===== config.mk =====
export PLATFORM = sky130hd
export DESIGN_NAME = oc8051_icache_dm
export DESIGN_NICKNAME = d
export VERILOG_FILES = /design/src/rtl/oc8051_icache_dm.sv
export SDC_FILE = /design/constraint.sdc
export NUM_CORES = 2
export LEC_CHECK = 0
export CAP_MARGIN = 20
export CORE_UTILIZATION = 45
export DETAILED_ROUTE_END_ITERATION = 12
export SLEW_MARGIN = 10
export SYNTH_ARGS = -nofsm -noshare
export SYNTH_HDL_FRONTEND = slang
export SYNTH_SLANG_ARGS = --single-unit
export TNS_END_PERCENT = 5

===== constraint.sdc =====
create_clock -name clk -period 3.3 [get_ports clk]
set_clock_uncertainty 0.15 [all_clocks]
set_input_delay 0.495 -clock clk [delete_from_list [all_inputs] [get_ports clk]]
set_output_delay 0.495 -clock clk [all_outputs]
set_load 0.02 [all_outputs]

===== src/rtl/oc8051_icache_dm.sv =====
// Direct-mapped instruction cache for the oc8051 fetch port: parametrised size/line,
// whole-cache flush, uncached bypass and Wishbone bus-error reporting.
//
// state    | meaning
// S_IDLE   | waiting for a CPU request; RAMs read at the incoming address
// S_LOOKUP | tag compare; hit answers the CPU directly
// S_REFILL | Wishbone burst filling the whole line
// S_RESP   | one-cycle answer after refill or bypass (data or error)
// S_BYPASS | single uncached Wishbone read
module oc8051_icache_dm #(
  parameter int ADR_WIDTH  = 6,
  parameter int LINE_WIDTH = 2
) (
  input  logic        clk,
  input  logic        rst,
  input  logic        en_i,
  input  logic        flush_i,
  input  logic [15:0] adr_i,
  input  logic        stb_i,
  input  logic        cyc_i,
  output logic [31:0] dat_o,
  output logic        ack_o,
  output logic        err_o,
  output logic [15:0] adr_o,
  input  logic [31:0] dat_i,
  output logic        stb_o,
  output logic        cyc_o,
  input  logic        ack_i,
  input  logic        err_i
);
  localparam int INDEX = ADR_WIDTH - LINE_WIDTH;
  localparam int TAG   = 14 - ADR_WIDTH;
  localparam int LINES = 1 << INDEX;
  localparam int WORDS = 1 << ADR_WIDTH;

  typedef enum logic [2:0] {S_IDLE, S_LOOKUP, S_REFILL, S_RESP, S_BYPASS} state_t;

  state_t                state_q, state_d;
  logic [13:0]           wadr_q, wadr_d;
  logic [LINE_WIDTH-1:0] beat_q, beat_d;
  logic                  err_q, err_d;
  logic [31:0]           resp_q, resp_d;
  logic                  flushed_q, flushed_d;
  logic [LINES-1:0]      valid_q, valid_d;

  logic [31:0]    data_ram [WORDS];
  logic [TAG-1:0] tag_ram  [LINES];
  logic [31:0]    rd_dat_q;
  logic [TAG-1:0] rd_tag_q;

  logic                  req, hit, ram_we, tag_we;
  logic [INDEX-1:0]      idx_q;
  logic [TAG-1:0]        tag_q;
  logic [LINE_WIDTH-1:0] off_q;
  logic                  unused_adr;

  assign unused_adr = ^adr_i[1:0];
  assign idx_q = wadr_q[ADR_WIDTH-1:LINE_WIDTH];
  assign tag_q = wadr_q[13:ADR_WIDTH];
  assign off_q = wadr_q[LINE_WIDTH-1:0];
  assign req   = stb_i & cyc_i & ~ack_o;
  assign hit   = valid_q[idx_q] && (rd_tag_q == tag_q);
  assign cyc_o = stb_o;

  always_comb begin
    state_d   = state_q;
    wadr_d    = wadr_q;
    beat_d    = beat_q;
    err_d     = err_q;
    resp_d    = resp_q;
    flushed_d = flushed_q | flush_i;
    valid_d   = valid_q;
    ram_we    = 1'b0;
    tag_we    = 1'b0;
    ack_o     = 1'b0;
    err_o     = 1'b0;
    dat_o     = '0;
    adr_o     = '0;
    stb_o     = 1'b0;
    case (state_q)
      S_IDLE: begin
        wadr_d    = adr_i[15:2];
        beat_d    = '0;
        err_d     = 1'b0;
        resp_d    = '0;
        flushed_d = 1'b0;
        if (req) state_d = en_i ? S_LOOKUP : S_BYPASS;
      end
      S_LOOKUP: begin
        if (hit) begin
          ack_o   = 1'b1;
          dat_o   = rd_dat_q;
          state_d = S_IDLE;
        end else begin
          state_d = S_REFILL;
        end
      end
      S_REFILL: begin
        stb_o = 1'b1;
        adr_o = {tag_q, idx_q, beat_q, 2'b00};
        if (err_i) begin
          err_d          = 1'b1;
          resp_d         = '0;
          valid_d[idx_q] = 1'b0;
          state_d        = S_RESP;
        end else if (ack_i) begin
          ram_we = 1'b1;
          beat_d = beat_q + LINE_WIDTH'(1);
          if (beat_q == off_q) resp_d = dat_i;
          if (&beat_q) begin
            // A flush seen anywhere in the burst keeps the line invalid.
            tag_we         = 1'b1;
            valid_d[idx_q] = ~flushed_q;
            state_d        = S_RESP;
          end
        end
      end
      S_BYPASS: begin
        stb_o = 1'b1;
        adr_o = {wadr_q, 2'b00};
        if (err_i) begin
          err_d   = 1'b1;
          resp_d  = '0;
          state_d = S_RESP;
        end else if (ack_i) begin
          resp_d  = dat_i;
          state_d = S_RESP;
        end
      end
      S_RESP: begin
        ack_o   = 1'b1;
        err_o   = err_q;
        dat_o   = resp_q;
        state_d = S_IDLE;
      end
      default: state_d = S_IDLE;
    endcase
    if (flush_i) valid_d = '0;
    // Reset drops the bus and CPU handshake in the same cycle it is raised.
    if (rst) begin
      stb_o = 1'b0;
      adr_o = '0;
      ack_o = 1'b0;
      err_o = 1'b0;
      dat_o = '0;
    end
  end

  always_ff @(posedge clk) begin
    if (rst) begin
      state_q   <= S_IDLE;
      wadr_q    <= '0;
      beat_q    <= '0;
      err_q     <= 1'b0;
      resp_q    <= '0;
      flushed_q <= 1'b0;
      valid_q   <= '0;
    end else begin
      state_q   <= state_d;
      wadr_q    <= wadr_d;
      beat_q    <= beat_d;
      err_q     <= err_d;
      resp_q    <= resp_d;
      flushed_q <= flushed_d;
      valid_q   <= valid_d;
    end
  end

  always_ff @(posedge clk) begin
    if (ram_we) data_ram[{idx_q, beat_q}] <= dat_i;
    if (tag_we) tag_ram[idx_q] <= tag_q;
    if (state_q == S_IDLE) begin
      rd_dat_q <= data_ram[adr_i[ADR_WIDTH+1:2]];
      rd_tag_q <= tag_ram[adr_i[ADR_WIDTH+1:LINE_WIDTH+2]];
    end
  end
endmodule


==> results.toml <==
[logic_synthesis]
synth-edff-count = 2216
synth_compound_area_share_pct = 3.658
yosys.area.top_type = "edfxtp_1"
yosysUniqueCellTypes = 51
yosys.area_share.simple_pct = 2.057
syn_area_per_cell_um2 = 21.82
synth_top_family_by_area = "multiplexers"
synth_xor_area_share_pct = 0.1106
yosysSeqAreaShare_pct = 77.97
synth_cells = 3993
yosys-top-cells-area = "edfxtp_1 76%, mux4_2 15%, a22oi_1 1.9%"
async_flop_share_pct = 0
ys_ff_latch = 2285
synth_adder_area_share_pct = 0.01436
synthMuxAreaShare_pct = 14.68
synth_top_cell_area_share_pct = 76.38
synthFlopType = "edfxtp_1"
synth_area_um2 = 87120
synth_warnings = 0

[sta]
finalWorstSetupSlack_ps = -334.7
hold_viol = 0
fmax_mhz = 275.1
setup_viol = 33
min_period_ps = 3635
final_max_slew_viol_count = 0
worstMarginPinSlew_ps = 1095
grt_setup_unrepaired = "yes"
relSlewSlack_pct = 27.01
finalSetupTns_ps = -7278
period_share_pct = 110.1

[cells_and_area]
regArea_um2 = 67930
fin_nets = 4534
multi_input_area_um2 = 18630
final_cells = 7195
stdcell_area_um2 = 102700
synthToLayoutAreaGrowth_pct = 17.85
fillers = 14581
drive_above_1_share_pct = 31.20

[place]
placed_area_um2 = 94910
dp_hpwl_um = 141200
port_buffers = 103
placedCellCount = 6758
place.gp.congestion = 0.8141

[floorplan]
start_util_pct = 45.29
core_area_um2 = 192400
io-pin-count = 108
fp.dieArea_um2 = 195400
dieHeight_um = 442
rows = 161
die_x_um = 442

[hold_path]
hold_path_class = "in -> reg"
worstHoldPathCells = 1
min_to = "data_ram[43][16]"
worstHoldStart = "dat_i[16]"

[cts]
cts_tree = "yes"
clock_path_buffers = 3
clkLatencyLatePin_ps = 850
clkSinkCount = 2285
cts_buffers = 222
htree_levels = 4
cts_root_buffer = "clkbuf_16"
clkTransAtPathRegs_ps = 70

[drt]
final_antenna_net_count = 0
dr_total_vias = 44276
drt-pass1-iter-count = 5
initialDrtViolationCount = 5336
route.detailed.drc = 0
drt-total-wl_um = 234000
routed_via_density = 6.154
wl_per_cell_um = 32.53

[power]
p_int_w = 0.04847
p_switching_w = 0.01423
leakage_nw = 32.23
p_comb_share_pct = 7.8
seqPwrFrac_pct = 52.2
pwr-share-clk_pct = 40.1
cellPowerDensity_nw_per_um2 = 610.7
ir_worst_vdd_uv = 618.9
swShare_pct = 22.70

[global_routing]
grt_start_max_net_pins = 68
grt-ovfl-total = 0
grt_pass1_wl_um = 332800
grt_pass1_vias = 44084
antenna_found_initial = 14
grt_use_total_pct = 23.98

[critical_path]
end_kind = "output pin"
regToRegSetupSlack_ps = 370
reg2reg_to = "data_ram[48][28]"
worst_r2r_startpoint = "state_q[2]"
cp-start-kind = "flip-flop"
crit_fanout = 16
rr_worst_depth = 8
cp.arrival_ps = 2990
required_ps = 2650
critical_path_class = "reg -> out"

[outcome]
violations = "setup timing"
outcome = "finished, violations left"

[job]
cap_violations = 0
[final cells by class]
class	count	area share, %
timing repair buffer	508	5.447
sequential	2285	66.16
multi-input combinational	1423	18.15
clock inverter	130	1.244
antenna	5	0.01219
clock buffer	281	5.768
tap	2526	3.078
inverter	37	0.1389
[worst max-delay path: stages, from the launching register on]
cell and delay (ps):
dfxtp_4 380, mux4_2 340, a22oi_2 70, a211o_2 360
buf_12 170, buf_12 170, o31ai_4 340, buf_4 170
buf_6 100
[worst max path at each step]
stage	from	to	slack [ps]
detailed placement	wadr_q[3]	dat_o[8]	-210
global route	wadr_q[2]	dat_o[24]	-400
floorplan	state_q[0]	data_ram[46][0]	-240
CTS	wadr_q[2]	dat_o[12]	-410
global placement	wadr_q[2]	dat_o[8]	-220
finish	wadr_q[2]	dat_o[24]	-330
[power groups by stage]
stage               sequential, W  combinational [W]  clock [W]
floorplan                  0.0333            0.00236          0
global placement           0.0333            0.00472          0
finish                     0.0327            0.00487     0.0251
global route               0.0327            0.00515     0.0266
CTS                        0.0327            0.00483     0.0255
detailed placement         0.0333            0.00478          0
[cells in the final DEF, fill, tap and decap left out, types with 9 or more instances in the layout]
master           count
buf_2               36
o31ai_2             16
nand3_1             33
clkbuf_1            49
buf_12             130
a21oi_1            150
edfxtp_1          2216
clkinv_1            49
clkdlybuf4s50_1     18
nor2_1              32
nand4_1             39
inv_1               35
dfxtp_1             66
nor2b_1             11
buf_6               26
and2_1              17
o31ai_1              9
o21ai_0             34
buf_4              263
a22oi_1            223
nand2_1             77
a211oi_1            16
mux4_2             568
dlygate4sd3_1       13
clkbuf_16          227
nor2_4              65
nor3_1              11
dlygate4sd2_1       13
or4_1               21
bufinv_16           22
clkinv_2            38
xnor2_1             11
o22ai_1             14
[through the flow]
step	setup slack, ps	hold slack, ps	power, W	util, %
2_1_floorplan	-241.2	299.9	0.03563	-
3_3_place_gp	-215.1	309.6	0.03802	49.34
3_5_place_dp	-211.6	316.1	0.03808	49.34
4_1_cts	-406.2	0.3729	0.06303	53.23
5_1_grt	-396.8	36.21	0.06442	53.37
6_report	-334.7	56.18	0.06270	53.37
[sequential cells by signal (all words and copies together) (netlist names)]
name	cells
resp_q	32
tag_ram	128
data_ram	2048
flushed_q	1
state_q	3
beat_q	2
rd_dat_q	32
wadr_q	14
valid_q	16
rd_tag_q	8
err_q	1
[synth_stat cells, drive strengths merged, types with 3 or more instances]
| cell type | number |
|---|---|
| xnor2 | 11 |
| nor3 | 13 |
| o22ai | 14 |
| nand3 | 33 |
| edfxtp | 2216 |
| nor3b | 5 |
| a211oi | 16 |
| a22oi | 225 |
| dfxtp | 69 |
| buf | 105 |
| nor2b | 13 |
| nand2b | 6 |
| or2 | 4 |
| a21oi | 151 |
| nand2 | 78 |
| mux4 | 568 |
| nand3b | 4 |
| o21ai | 38 |
| or4 | 21 |
| or3b | 3 |
| and2 | 19 |
| nand4 | 39 |
| o31ai | 33 |
| inv | 35 |
| nor2 | 97 |
| clkbuf | 144 |
| and4 | 8 |
[repair_timing]
action	in CTS	in global routing
pin swaps	2	2
cloned	0	1
hold buffers	10	3
gates resized for setup	91	32
endpoints found under the setup margin	47	37
endpoints found under the hold margin	88	42
setup buffers	1	3
[kinds of logic after synthesis]
logic type,Yosys count
DFF,2285
muxes,568
and+or+nand+nor,352
buffers and inverters,286
adders and majority gates,1
other,1
AOI/OAI and AO/OA,489
xor gates and xnor gates,11
[routing by layer]
metal	track usage (%)	wire length (um)	vias up	share of wire (%)
li1	-	-	17948	-
met1	33.55	94190	23980	40
met2	38.94	114900	1983	49
met3	3.509	17250	355	7.4
met4	7.793	7566	10	3.2
met5	0.3907	164	-	0.070
(Power assumes the default switching activity.)
